--- config.mk ---
export PLATFORM = sky130hd
export DESIGN_NAME = id_pipe_flat
export DESIGN_NICKNAME = d
export VERILOG_FILES = /design/src/rtl/id_pipe_if.sv /design/src/rtl/id_pipe.sv /design/src/flat_wrapper.sv
export SDC_FILE = /design/constraint.sdc
export NUM_CORES = 1
export LEC_CHECK = 0
export ABC_AREA = 1
export CORE_AREA = 4 4 248 250
export CTS_BUF_LIST = sky130_fd_sc_hd__clkbuf_16
export DETAILED_ROUTE_END_ITERATION = 6
export DIE_AREA = 0 0 252 254
export GPL_ROUTABILITY_DRIVEN = 0
export SLEW_MARGIN = 30
export SYNTH_ARGS = -nofsm -noshare
export SYNTH_HDL_FRONTEND = slang
export SYNTH_SLANG_ARGS = --single-unit
--- constraint.sdc ---
create_clock -name clk -period 6 [get_ports clk]
set_clock_uncertainty 0.15 [all_clocks]
set_input_delay 0.9 -clock clk [delete_from_list [all_inputs] [get_ports clk]]
set_output_delay 0.9 -clock clk [all_outputs]
set_load 0.01 [all_outputs]
--- src/rtl/id_pipe_if.sv ---
// id_pipe_if -- handshake and bundle signals of the instruction-decode stage.
// Signal directions are named from the decode stage's point of view.
//   slave  : used by id_pipe
//   master : used by whatever drives the stage (fetch side, regfile, EX side)
// Signals:
//   in_valid_i / in_ready_o          upstream instruction handshake
//   inst_i, inst_addr_i              instruction word and its PC
//   rs1_addr_o/rs2_addr_o            register-file read addresses (comb.)
//   rs1_data_i/rs2_data_i            register-file read data (same cycle)
//   ex_load_i, ex_rd_i               load in EX and its destination
//   flush_i                          kill held and incoming instruction
//   out_valid_o / out_ready_i        downstream bundle handshake
//   inst_o .. illegal_o              registered decode bundle
//   stall_cnt_o                      load-use stall cycle counter
interface id_pipe_if #(
    parameter int XLEN  = 64,
    parameter int CNT_W = 32
);
    logic             in_valid_i;
    logic             in_ready_o;
    logic [31:0]      inst_i;
    logic [XLEN-1:0]  inst_addr_i;
    logic [4:0]       rs1_addr_o;
    logic [4:0]       rs2_addr_o;
    logic [XLEN-1:0]  rs1_data_i;
    logic [XLEN-1:0]  rs2_data_i;
    logic             ex_load_i;
    logic [4:0]       ex_rd_i;
    logic             flush_i;
    logic             out_valid_o;
    logic             out_ready_i;
    logic [31:0]      inst_o;
    logic [XLEN-1:0]  inst_addr_o;
    logic [XLEN-1:0]  op1_o;
    logic [XLEN-1:0]  op2_o;
    logic [4:0]       rd_addr_o;
    logic             reg_wen_o;
    logic [XLEN-1:0]  base_addr_o;
    logic [XLEN-1:0]  offset_addr_o;
    logic             mem_ren_o;
    logic             mem_wen_o;
    logic             illegal_o;
    logic [CNT_W-1:0] stall_cnt_o;

    modport slave (
        input  in_valid_i, inst_i, inst_addr_i, rs1_data_i, rs2_data_i,
               ex_load_i, ex_rd_i, flush_i, out_ready_i,
        output in_ready_o, rs1_addr_o, rs2_addr_o, out_valid_o,
               inst_o, inst_addr_o, op1_o, op2_o, rd_addr_o, reg_wen_o,
               base_addr_o, offset_addr_o, mem_ren_o, mem_wen_o, illegal_o,
               stall_cnt_o
    );

    modport master (
        output in_valid_i, inst_i, inst_addr_i, rs1_data_i, rs2_data_i,
               ex_load_i, ex_rd_i, flush_i, out_ready_i,
        input  in_ready_o, rs1_addr_o, rs2_addr_o, out_valid_o,
               inst_o, inst_addr_o, op1_o, op2_o, rd_addr_o, reg_wen_o,
               base_addr_o, offset_addr_o, mem_ren_o, mem_wen_o, illegal_o,
               stall_cnt_o
    );
endinterface

--- src/rtl/id_pipe.sv ---
// id_pipe -- RISC-V instruction decode stage with a one-entry output register.
// Decodes RV32I/RV64I integer instructions into an operand/address bundle,
// stalls on load-use hazards against the EX-stage load and counts stall cycles.
// Ports:
//   clk    : single clock, rising edge
//   rst_n  : asynchronous active-low reset
//   bus    : id_pipe_if.slave (handshakes, regfile ports, decode bundle)
// Parameters: XLEN (32 or 64), CNT_W (stall counter width).
// Optional feature: define ID_PIPE_MDU_EN to accept the M-extension
// (funct7=0000001) encodings of OP/OP-32; otherwise they decode as illegal.
module id_pipe #(
    parameter int XLEN  = 64,
    parameter int CNT_W = 32
) (
    input logic      clk,
    input logic      rst_n,
    id_pipe_if.slave bus
);
    localparam bit RV64 = (XLEN == 64);
    localparam int SHW  = $clog2(XLEN);

    typedef enum logic [6:0] {
        OPC_LOAD      = 7'b0000011,
        OPC_OP_IMM    = 7'b0010011,
        OPC_AUIPC     = 7'b0010111,
        OPC_OP_IMM_32 = 7'b0011011,
        OPC_STORE     = 7'b0100011,
        OPC_OP        = 7'b0110011,
        OPC_LUI       = 7'b0110111,
        OPC_OP_32     = 7'b0111011,
        OPC_BRANCH    = 7'b1100011,
        OPC_JALR      = 7'b1100111,
        OPC_JAL       = 7'b1101111
    } opcode_e;

    logic [31:0]     inst;
    logic [2:0]      funct3;
    logic [6:0]      funct7;
    logic [4:0]      rd_f;
    logic [XLEN-1:0] rs1_data, rs2_data, pc;
    logic [XLEN-1:0] imm_i, imm_s, imm_b, imm_u, imm_j, shamt, shamt_w;
    logic            slli_ok, sri_ok, sriw_ok;

    assign inst     = bus.inst_i;
    assign funct3   = inst[14:12];
    assign funct7   = inst[31:25];
    assign rd_f     = inst[11:7];
    assign rs1_data = bus.rs1_data_i;
    assign rs2_data = bus.rs2_data_i;
    assign pc       = bus.inst_addr_i;

    // Immediates are formed at 32 bits and then sign-extended to XLEN.
    assign imm_i = XLEN'($signed({{20{inst[31]}}, inst[31:20]}));
    assign imm_s = XLEN'($signed({{20{inst[31]}}, inst[31:25], inst[11:7]}));
    assign imm_b = XLEN'($signed({{19{inst[31]}}, inst[31], inst[7],
                                  inst[30:25], inst[11:8], 1'b0}));
    assign imm_u = XLEN'($signed({inst[31:12], 12'b0}));
    assign imm_j = XLEN'($signed({{11{inst[31]}}, inst[31], inst[19:12],
                                  inst[20], inst[30:21], 1'b0}));

    // RV64 shifts use a 6-bit shamt; on RV32 shamt[5] (inst[25]) must be 0.
    assign shamt   = RV64 ? XLEN'(inst[25:20]) : XLEN'(inst[24:20]);
    assign shamt_w = XLEN'(inst[24:20]);
    assign slli_ok = RV64 ? (inst[31:26] == 6'b000000) : (funct7 == 7'b0000000);
    assign sri_ok  = RV64 ? (inst[31:26] == 6'b000000 || inst[31:26] == 6'b010000)
                          : (funct7 == 7'b0000000 || funct7 == 7'b0100000);
    assign sriw_ok = (funct7 == 7'b0000000 || funct7 == 7'b0100000);

    logic            use_rs1, use_rs2, ill_d;
    logic            wen_d, ren_d, mwen_d;
    logic [4:0]      rd_d;
    logic [XLEN-1:0] op1_d, op2_d, base_d, off_d;

    always_comb begin
        use_rs1 = 1'b0;
        use_rs2 = 1'b0;
        ill_d   = 1'b0;
        wen_d   = 1'b0;
        ren_d   = 1'b0;
        mwen_d  = 1'b0;
        rd_d    = '0;
        op1_d   = '0;
        op2_d   = '0;
        base_d  = '0;
        off_d   = '0;
        case (inst[6:0])
            OPC_OP_IMM: begin
                use_rs1 = 1'b1; wen_d = 1'b1; rd_d = rd_f;
                op1_d = rs1_data; op2_d = imm_i;
                case (funct3)
                    3'b001:  begin op2_d = shamt; ill_d = !slli_ok; end
                    3'b101:  begin op2_d = shamt; ill_d = !sri_ok;  end
                    default: ;
                endcase
            end
            OPC_OP_IMM_32: begin
                use_rs1 = 1'b1; wen_d = 1'b1; rd_d = rd_f;
                op1_d = rs1_data; op2_d = imm_i;
                case (funct3)
                    3'b000:  ;
                    3'b001:  begin op2_d = shamt_w; ill_d = (funct7 != 7'b0000000); end
                    3'b101:  begin op2_d = shamt_w; ill_d = !sriw_ok; end
                    default: ill_d = 1'b1;
                endcase
                if (!RV64) ill_d = 1'b1;
            end
            OPC_OP: begin
                use_rs1 = 1'b1; use_rs2 = 1'b1; wen_d = 1'b1; rd_d = rd_f;
                op1_d = rs1_data; op2_d = rs2_data;
                case (funct7)
                    7'b0000000: if (funct3 == 3'b001 || funct3 == 3'b101)
                                    op2_d = XLEN'(rs2_data[SHW-1:0]);
                    7'b0100000: begin
                        if (funct3 == 3'b101) op2_d = XLEN'(rs2_data[SHW-1:0]);
                        else if (funct3 != 3'b000) ill_d = 1'b1;
                    end
`ifdef ID_PIPE_MDU_EN
                    7'b0000001: ;
`endif
                    default: ill_d = 1'b1;
                endcase
            end
            OPC_OP_32: begin
                use_rs1 = 1'b1; use_rs2 = 1'b1; wen_d = 1'b1; rd_d = rd_f;
                op1_d = rs1_data; op2_d = rs2_data;
                case (funct7)
                    7'b0000000: begin
                        if (funct3 == 3'b001 || funct3 == 3'b101) op2_d = XLEN'(rs2_data[4:0]);
                        else if (funct3 != 3'b000) ill_d = 1'b1;
                    end
                    7'b0100000: begin
                        if (funct3 == 3'b101) op2_d = XLEN'(rs2_data[4:0]);
                        else if (funct3 != 3'b000) ill_d = 1'b1;
                    end
`ifdef ID_PIPE_MDU_EN
                    7'b0000001: ill_d = (funct3 == 3'b001 || funct3 == 3'b010 ||
                                         funct3 == 3'b011);
`endif
                    default: ill_d = 1'b1;
                endcase
                if (!RV64) ill_d = 1'b1;
            end
            OPC_LOAD: begin
                use_rs1 = 1'b1; wen_d = 1'b1; ren_d = 1'b1; rd_d = rd_f;
                base_d = rs1_data; off_d = imm_i;
                case (funct3)
                    3'b000, 3'b001, 3'b010, 3'b100, 3'b101: ;
                    3'b011, 3'b110: ill_d = !RV64;
                    default: ill_d = 1'b1;
                endcase
            end
            OPC_STORE: begin
                use_rs1 = 1'b1; use_rs2 = 1'b1; mwen_d = 1'b1;
                base_d = rs1_data; off_d = imm_s; op2_d = rs2_data;
                case (funct3)
                    3'b000, 3'b001, 3'b010: ;
                    3'b011:  ill_d = !RV64;
                    default: ill_d = 1'b1;
                endcase
            end
            OPC_BRANCH: begin
                use_rs1 = 1'b1; use_rs2 = 1'b1;
                op1_d = rs1_data; op2_d = rs2_data; base_d = pc; off_d = imm_b;
                ill_d = (funct3 == 3'b010 || funct3 == 3'b011);
            end
            OPC_JAL: begin
                wen_d = 1'b1; rd_d = rd_f;
                op1_d = pc; op2_d = XLEN'(4); base_d = pc; off_d = imm_j;
            end
            OPC_JALR: begin
                use_rs1 = 1'b1; wen_d = 1'b1; rd_d = rd_f;
                op1_d = pc; op2_d = XLEN'(4); base_d = rs1_data; off_d = imm_i;
                ill_d = (funct3 != 3'b000);
            end
            OPC_LUI: begin
                wen_d = 1'b1; rd_d = rd_f; op2_d = imm_u;
            end
            OPC_AUIPC: begin
                wen_d = 1'b1; rd_d = rd_f; op1_d = pc; op2_d = imm_u;
            end
            default: ill_d = 1'b1;
        endcase
        // An illegal instruction carries no side effects and reads no registers.
        if (ill_d) begin
            use_rs1 = 1'b0; use_rs2 = 1'b0;
            wen_d = 1'b0; ren_d = 1'b0; mwen_d = 1'b0;
            rd_d = '0; op1_d = '0; op2_d = '0; base_d = '0; off_d = '0;
        end
    end

    logic [4:0] rs1_addr, rs2_addr;
    logic       hazard, in_ready, xfer;
    logic       valid_q;

    assign rs1_addr = use_rs1 ? inst[19:15] : 5'd0;
    assign rs2_addr = use_rs2 ? inst[24:20] : 5'd0;
    assign hazard   = bus.ex_load_i && (bus.ex_rd_i != 5'd0) &&
                      (bus.ex_rd_i == rs1_addr || bus.ex_rd_i == rs2_addr);
    assign in_ready = !hazard && (!valid_q || bus.out_ready_i);
    assign xfer     = bus.in_valid_i && in_ready && !bus.flush_i;

    logic [31:0]      inst_q;
    logic [XLEN-1:0]  pc_q, op1_q, op2_q, base_q, off_q;
    logic [4:0]       rd_q;
    logic             wen_q, ren_q, mwen_q, ill_q;
    logic [CNT_W-1:0] stall_cnt_q;

    always_ff @(posedge clk or negedge rst_n) begin
        if (!rst_n) begin
            valid_q     <= 1'b0;
            inst_q      <= '0;
            pc_q        <= '0;
            op1_q       <= '0;
            op2_q       <= '0;
            base_q      <= '0;
            off_q       <= '0;
            rd_q        <= '0;
            wen_q       <= 1'b0;
            ren_q       <= 1'b0;
            mwen_q      <= 1'b0;
            ill_q       <= 1'b0;
            stall_cnt_q <= '0;
        end else begin
            if (bus.flush_i)          valid_q <= 1'b0;
            else if (xfer)            valid_q <= 1'b1;
            else if (bus.out_ready_i) valid_q <= 1'b0;

            if (xfer) begin
                inst_q <= inst;
                pc_q   <= pc;
                op1_q  <= op1_d;
                op2_q  <= op2_d;
                base_q <= base_d;
                off_q  <= off_d;
                rd_q   <= rd_d;
                wen_q  <= wen_d;
                ren_q  <= ren_d;
                mwen_q <= mwen_d;
                ill_q  <= ill_d;
            end

            if (bus.in_valid_i && hazard && !bus.flush_i && stall_cnt_q != '1)
                stall_cnt_q <= stall_cnt_q + CNT_W'(1);
        end
    end

    assign bus.in_ready_o    = in_ready;
    assign bus.rs1_addr_o    = rs1_addr;
    assign bus.rs2_addr_o    = rs2_addr;
    assign bus.out_valid_o   = valid_q;
    assign bus.inst_o        = inst_q;
    assign bus.inst_addr_o   = pc_q;
    assign bus.op1_o         = op1_q;
    assign bus.op2_o         = op2_q;
    assign bus.rd_addr_o     = rd_q;
    assign bus.reg_wen_o     = wen_q;
    assign bus.base_addr_o   = base_q;
    assign bus.offset_addr_o = off_q;
    assign bus.mem_ren_o     = ren_q;
    assign bus.mem_wen_o     = mwen_q;
    assign bus.illegal_o     = ill_q;
    assign bus.stall_cnt_o   = stall_cnt_q;
endmodule

--- src/flat_wrapper.sv ---
// flat-port wrapper written by rule: the top's interface ports become plain ports
module id_pipe_flat 
#(
    parameter int XLEN  = 64,
    parameter int CNT_W = 32
)
  (clk, rst_n, bus_in_valid_i, bus_inst_i, bus_inst_addr_i, bus_rs1_data_i, bus_rs2_data_i, bus_ex_load_i, bus_ex_rd_i, bus_flush_i, bus_out_ready_i, bus_in_ready_o, bus_rs1_addr_o, bus_rs2_addr_o, bus_out_valid_o, bus_inst_o, bus_inst_addr_o, bus_op1_o, bus_op2_o, bus_rd_addr_o, bus_reg_wen_o, bus_base_addr_o, bus_offset_addr_o, bus_mem_ren_o, bus_mem_wen_o, bus_illegal_o, bus_stall_cnt_o);
  id_pipe_if #(.XLEN(XLEN), .CNT_W(CNT_W)) bus_i ();
  input logic clk;
  input logic rst_n;
  input wire logic [$bits(bus_i.in_valid_i)-1:0] bus_in_valid_i;
  input wire logic [$bits(bus_i.inst_i)-1:0] bus_inst_i;
  input wire logic [$bits(bus_i.inst_addr_i)-1:0] bus_inst_addr_i;
  input wire logic [$bits(bus_i.rs1_data_i)-1:0] bus_rs1_data_i;
  input wire logic [$bits(bus_i.rs2_data_i)-1:0] bus_rs2_data_i;
  input wire logic [$bits(bus_i.ex_load_i)-1:0] bus_ex_load_i;
  input wire logic [$bits(bus_i.ex_rd_i)-1:0] bus_ex_rd_i;
  input wire logic [$bits(bus_i.flush_i)-1:0] bus_flush_i;
  input wire logic [$bits(bus_i.out_ready_i)-1:0] bus_out_ready_i;
  output wire logic [$bits(bus_i.in_ready_o)-1:0] bus_in_ready_o;
  output wire logic [$bits(bus_i.rs1_addr_o)-1:0] bus_rs1_addr_o;
  output wire logic [$bits(bus_i.rs2_addr_o)-1:0] bus_rs2_addr_o;
  output wire logic [$bits(bus_i.out_valid_o)-1:0] bus_out_valid_o;
  output wire logic [$bits(bus_i.inst_o)-1:0] bus_inst_o;
  output wire logic [$bits(bus_i.inst_addr_o)-1:0] bus_inst_addr_o;
  output wire logic [$bits(bus_i.op1_o)-1:0] bus_op1_o;
  output wire logic [$bits(bus_i.op2_o)-1:0] bus_op2_o;
  output wire logic [$bits(bus_i.rd_addr_o)-1:0] bus_rd_addr_o;
  output wire logic [$bits(bus_i.reg_wen_o)-1:0] bus_reg_wen_o;
  output wire logic [$bits(bus_i.base_addr_o)-1:0] bus_base_addr_o;
  output wire logic [$bits(bus_i.offset_addr_o)-1:0] bus_offset_addr_o;
  output wire logic [$bits(bus_i.mem_ren_o)-1:0] bus_mem_ren_o;
  output wire logic [$bits(bus_i.mem_wen_o)-1:0] bus_mem_wen_o;
  output wire logic [$bits(bus_i.illegal_o)-1:0] bus_illegal_o;
  output wire logic [$bits(bus_i.stall_cnt_o)-1:0] bus_stall_cnt_o;
  assign bus_i.in_valid_i = bus_in_valid_i;
  assign bus_i.inst_i = bus_inst_i;
  assign bus_i.inst_addr_i = bus_inst_addr_i;
  assign bus_i.rs1_data_i = bus_rs1_data_i;
  assign bus_i.rs2_data_i = bus_rs2_data_i;
  assign bus_i.ex_load_i = bus_ex_load_i;
  assign bus_i.ex_rd_i = bus_ex_rd_i;
  assign bus_i.flush_i = bus_flush_i;
  assign bus_i.out_ready_i = bus_out_ready_i;
  assign bus_in_ready_o = bus_i.in_ready_o;
  assign bus_rs1_addr_o = bus_i.rs1_addr_o;
  assign bus_rs2_addr_o = bus_i.rs2_addr_o;
  assign bus_out_valid_o = bus_i.out_valid_o;
  assign bus_inst_o = bus_i.inst_o;
  assign bus_inst_addr_o = bus_i.inst_addr_o;
  assign bus_op1_o = bus_i.op1_o;
  assign bus_op2_o = bus_i.op2_o;
  assign bus_rd_addr_o = bus_i.rd_addr_o;
  assign bus_reg_wen_o = bus_i.reg_wen_o;
  assign bus_base_addr_o = bus_i.base_addr_o;
  assign bus_offset_addr_o = bus_i.offset_addr_o;
  assign bus_mem_ren_o = bus_i.mem_ren_o;
  assign bus_mem_wen_o = bus_i.mem_wen_o;
  assign bus_illegal_o = bus_i.illegal_o;
  assign bus_stall_cnt_o = bus_i.stall_cnt_o;
  id_pipe #(.XLEN(XLEN), .CNT_W(CNT_W)) u_core (.clk(clk), .rst_n(rst_n), .bus(bus_i));
endmodule
==> reports/qor.yml, run 1 <==
start_util: 0.303
syn2layout_area_growth_pct: 45.3
finalCoreUtilization: 0.441
fp.dieH_um: 254
async_flop_share: 1.00
synth_cell_types: 44
yosysMostFrequentCell: "nand2_1"
syn_nets: 2518
synth-edff-count: 0
path_cells: "clkdlybuf4s50_1, inv_2, nor2_1, nand2_1, nand2_1, nor2_1, nand3_1, nand3_1, nor2_4, nand3_1, nand2_1, nand2_1, nand2_1, clkinv_1, nand3_2, nand2_4, a21boi_0, clkdlybuf4s50_1"
pin_count: 640
worst_slew_pin_slew_ps: 987
firstDrtPassIters: 5
clk_path_buf_depth: 3
totalWireLength_um: 73900
grt_pass1_vias: 17800
critPathArrivalTime_ps: 4550
cts_tree: "built"
final_nets: 3058
synth_area_per_cell_um2: 7.84
grt_max_degree: 216
cp-start-kind: "input port"
irDropWorstVdd_uv: 209
fin_tns_setup_ps: 0
post_cts_buffers: 0
path_clk_slew_ps: 60
place_hpwl_um: 54600
wl_per_cell_um: 20.4
fp.dieW_um: 252
cts-root-buf: "clkbuf_16"
fmaxAchievable_mhz: 179
drcViolationCount: 0
coreArea_um2: 59000
drt_iter0_markers: 1554
hold_class: "input port to asynchronous set/reset pin"
clk_latency_ps: 550
timing.hold.ws_ps: 53.8
hold_viol_final: 0
max_stage_delay_ps: 620
htreeDepth: 2
cts_resized: 0
slew_violations: 0
postCtsHoldBufs: 0
synth_top_area_frac: 0.491
numCtsBuffers: 43
ys_seq_area_frac: 0.491
maxCapViolations: 0
fin_crit_sh: 0.933
grt-ovfl-total: 0
synth.top_cells.by_count: "649 x nand2_1, 351 x dfrtp_1, 310 x inv_1, 194 x o21ai_1, 178 x o21ai_0"
crit_path_frequent_cell: "nand2_1"
fin_crit_ps: 5600
syn_inst: 2282
vias: 17900
cts_sinks: 351
grt_setup_unrepaired: "no"
slowest_stage: "clkdlybuf4s50_1"
finalSetupViolCount: 0
portBuffers: 639
ys_ff_latch: 351
ant_nets: 0
grt_pass1_wl_um: 110000
ys.flop_type: "dfrtp_1"
synthTopCellsByArea: "dfrtp_1 49%, nand2_1 14%, inv_1 6.5%, o21ai_1 5.4%, o21ai_0 5.0%"
yosysTopAreaCell: "dfrtp_1"
antenna_found_initial: 4
track_usage: 0.220
core.rowCount: 89
crit_path_max_fanout: 11
relSlewSlack: 0.342
status: "complete, no violations"
ys_warn_count: 0
power.leakage_nw: 11.6
worstSetupPathType: "input port to output port"
setup.worst_path.end_class: "output port"
power.density_nw_per_um2: 233
layout-drive-gt1-share: 0.0459
cp.required_ps: 4950
netlist_area_um2: 17900
vias_per_cell: 4.94
dieArea_um2: 64000
==> placed cells by master, fill, tap and decap left out, types with 3 or more instances in the layout <==
master,netlist,final
nand2_1,649,649
clkdlybuf4s50_1,0,638
dfrtp_1,351,350
inv_1,310,320
o21ai_1,194,194
o21ai_0,178,177
o22ai_1,134,134
nand3_1,70,70
nor2_1,69,66
clkbuf_16,0,44
o21bai_1,29,29
buf_4,45,23
nand4_1,20,20
o221ai_1,19,19
nor3_1,12,12
buf_12,1,12
clkinv_1,4,11
xor2_1,8,8
clkinv_2,0,7
o41ai_1,6,6
or2_2,6,6
inv_2,5,5
nor2_4,2,5
o32ai_1,5,5
nor4_1,5,5
nand2_2,3,3
==> sequential cells by signal, indices dropped and copies added, names as in the netlist <==
| signal | cells |
|---|---|
| u_core.bus.reg_wen_o | 1 |
| u_core.bus.stall_cnt_o | 32 |
| u_core.bus.op1_o | 64 |
| u_core.bus.out_valid_o | 1 |
| u_core.bus.offset_addr_o | 21 |
| u_core.bus.inst_addr_o | 64 |
| u_core.bus.illegal_o | 1 |
| u_core.bus.op2_o | 64 |
| u_core.bus.mem_wen_o | 1 |
| u_core.bus.inst_o | 32 |
| u_core.bus.mem_ren_o | 1 |
| u_core.bus.base_addr_o | 64 |
| u_core.bus.rd_addr_o | 5 |
==> routing by layer <==
layer	routed length, um	up-vias	share of wire	GRT usage
met5	26	-	0.00035	0
met4	2920	4	0.040	0.0854
met3	6380	151	0.086	0.0581
met2	35300	792	0.48	0.363
met1	29300	8485	0.40	0.277
li1	-	8476	-	-
==> per-stage QoR <==
step,power (mW),cells,worst slack [ps],instance area (um^2)
CTS,6.13,3622,477,25900
floorplan,3.01,2282,2280,17900
global placement,3.61,3546,616,24600
detailed placement,3.62,3547,497,24600
finish,6.06,3626,403,26000
global route,6.33,3626,71.6,26000
==> kinds of logic (layout without fill, tap and decap cells) <==
kind of cell / count (synthesis) / after routing / synth area share
buffers and inverters: 502 / 1071 / 0.130
adder cells (fa/ha/maj): 1 / 1 / 0.000699
other: 0 / 1 / 0
AO/OA/AOI/OAI: 574 / 574 / 0.182
XOR/XNOR: 9 / 9 / 0.00440
AND/OR/NAND/NOR: 845 / 846 / 0.192
flip-flops: 351 / 351 / 0.491
==> critical path: cells and delay by family <==
family / cells / cell delay, ps
buffers and inverters: 4 / 1410
AO/OA/AOI/OAI: 1 / 310
AND/OR/NAND/NOR: 13 / 1900
==> path summary, 6_finish.rpt <==
path | from | to | slack [ps] | depth (start not counted)
min in group clk | u_core.bus.inst_o[0]$_DFFE_PN0P_ | u_core.bus.inst_o[0]$_DFFE_PN0P_ | 330 | 2
min reg2reg | u_core.bus.inst_o[0]$_DFFE_PN0P_ | u_core.bus.inst_o[0]$_DFFE_PN0P_ | 330 | 2
max reg2reg | u_core.bus.stall_cnt_o[0]$_DFFE_PN0P_ | u_core.bus.stall_cnt_o[0]$_DFFE_PN0P_ | 3260 | 10
max in group asynchronous | rst_n | u_core.bus.inst_addr_o[33]$_DFFE_PN0P_ | 4190 | 3
min | rst_n | u_core.bus.base_addr_o[44]$_DFFE_PN0P_ | 50 | 1
max | bus_inst_i[6] | bus_in_ready_o | 400 | 18
==> cell type report <==
cell class,count,area [um^2]
inverter,319,1200
clock inverter,31,208
multi-input combinational,1430,6860
antenna,1,2.50
sequential,351,8780
fill,5849,33000
timing repair buffer,677,6880
clock buffer,44,1100
tap,773,967
==> report_power, final <==
group	internal (mW)	switching [mW]
sequential	2.49	0.0882
combinational	0.476	0.524
clock	1.41	1.07
total	4.38	1.68
Note: power is estimated with default switching activity, not from simulation.
==> inputs of run 2 (changes only) <==
==> constraint.sdc (replaced) <==
create_clock -name clk -period 6 [get_ports clk]
set_clock_uncertainty 0.15 [all_clocks]
set_input_delay 1.2 -clock clk [delete_from_list [all_inputs] [get_ports clk]]
set_output_delay 1.2 -clock clk [all_outputs]
set_load 0.01 [all_outputs]
==> run 2 against run 1 <==
  * Worst setup slack got worse by 190 ps
  * Largest cell class unchanged
  * Sequential power about the same
  * Cell area grew 0.85%
==> reports/qor.yml, run 2 (same netlist as run 1, synthesis figures left out) <==
setup.worst_path.end_class: "output port"
clkPwrFrac: 0.430
place_hpwl_um: 54600
clk_latency_ps: 560
cp-start-kind: "input port"
clk_path_buf_depth: 3
track_usage: 0.221
final_nets: 3065
p_comb_frac: 0.160
irDropWorstVdd_uv: 211
numCtsBuffers: 44
htreeDepth: 2
crit_path_max_fanout: 9
grt_pass1_vias: 17600
power.density_nw_per_um2: 240
portBuffers: 639
grt_pass1_wl_um: 111000
status: "complete, no violations"
cp.required_ps: 4650
fin_ws_ps: 213
core.rowCount: 89
p_int_mw: 4.57
pin_count: 640
vias: 17900
grt_max_degree: 216
final_common_cell: "nand2_1"
firstDrtPassIters: 5
fin_crit_sh: 0.964
critPathArrivalTime_ps: 4440
coreArea_um2: 59000
slew_violations: 0
relSlewSlack: 0.354
wl_per_cell_um: 20.4
fin_crit_ps: 5790
dieArea_um2: 64000
grt-ovfl-total: 0
cts_sinks: 351
drcViolationCount: 0
finalSetupViolCount: 0
p_seq_frac: 0.410
fp.dieW_um: 252
layout-drive-gt1-share: 0.0506
final_area_um2: 26200
power.leakage_nw: 11.8
hold_viol_final: 0
start_util: 0.303
timing.hold.ws_ps: 332
maxCapViolations: 0
place_area_um2: 24700
fp.dieH_um: 254
cts_tree: "built"
swShare: 0.274
worst_slew_pin_slew_ps: 965
syn2layout_area_growth_pct: 46.5
p_switching_mw: 1.72
pre_cts_ws_ps: 44.7
cts-root-buf: "clkbuf_16"
antenna_found_initial: 9
fmaxAchievable_mhz: 173
ant_nets: 0
vias_per_cell: 4.91
path_clk_slew_ps: 50
hold_class: "flip-flop to flip-flop"
drt_iter0_markers: 1486
final_cell_mix: "649 x nand2_1, 638 x clkdlybuf4s50_1, 350 x dfrtp_1, 319 x inv_1, 194 x o21ai_1"
worstSetupPathType: "input port to output port"
totalWireLength_um: 74300
finalCoreUtilization: 0.444
==> run 2: final timing paths <==
| kind | depth (start not counted) | slack [ps] | end | start |
|---|---|---|---|---|
| max in group asynchronous | 2 | 3980 | u_core.bus.op1_o[26]$_DFFE_PN0P_ | rst_n |
| min in group asynchronous | 1 | 500 | u_core.bus.op1_o[49]$_DFFE_PN0P_ | rst_n |
| max reg2reg | 16 | 3270 | u_core.bus.stall_cnt_o[30]$_DFFE_PN0P_ | u_core.bus.stall_cnt_o[0]$_DFFE_PN0P_ |
| min | 2 | 330 | u_core.bus.inst_o[0]$_DFFE_PN0P_ | u_core.bus.inst_o[0]$_DFFE_PN0P_ |
| min reg2reg | 2 | 330 | u_core.bus.inst_o[0]$_DFFE_PN0P_ | u_core.bus.inst_o[0]$_DFFE_PN0P_ |
| max | 18 | 210 | bus_in_ready_o | bus_inst_i[1] |
==> run 2: metrics by stage <==
stage / instances / setup TNS [ps] / power (mW)
6_report: 3644 / 0 / 6.30
5_1_grt: 3644 / -13.2 / 6.57
4_1_cts: 3632 / 0 / 6.37
3_5_place_dp: 3550 / 0 / 3.63
3_3_place_gp: 3550 / 0 / 3.62
2_1_floorplan: 2282 / 0 / 3.01
==> run 2: metal layers <==
layer | track usage | wire (um)
met1 | 0.284 | 29900
met2 | 0.366 | 35700
met3 | 0.0536 | 5980
met4 | 0.0793 | 2630
met5 | 0 | 41
==> run 2: timing repair <==
item	4_1_cts	5_1_grt
resized for setup	0	4
setup buffers	0	4
hold buffers	0	0
setup endpoints to repair	0	1
==> run 2: power groups by stage <==
stage	Clock, mW	Combinational, mW	Sequential (mW)
3_3_place_gp	0	1.00	2.62
2_1_floorplan	0	0.347	2.66
5_1_grt	2.88	1.10	2.60
6_report	2.71	1.01	2.58
4_1_cts	2.78	1.01	2.58
3_5_place_dp	0	1.01	2.62
==> run 2: critical path: stages <==
cell and delay [ps]:
clkdlybuf4s50_1 490, nand2_1 210, nor2_4 300, nand2_1 140, nand2_1 90, nor2_1 50, nand3_1 70, nand3_1 120
nor2_4 250, buf_4 210, nand3_1 120, nand2_1 120, nand2_1 70, nor2_1 140, nand3_2 100, nand2_4 140
a21boi_1 110, clkdlybuf4s50_1 500
==> run 2: cell type report <==
class	instances	area, um^2
Fill cell	5867	32800
Sequential cell	351	8780
Timing Repair Buffer	684	6940
Multi-Input combinational cell	1429	6860
Inverter	319	1200
Clock buffer	44	1100
Tap cell	773	967
Clock inverter	38	358
Antenna cell	6	15.0
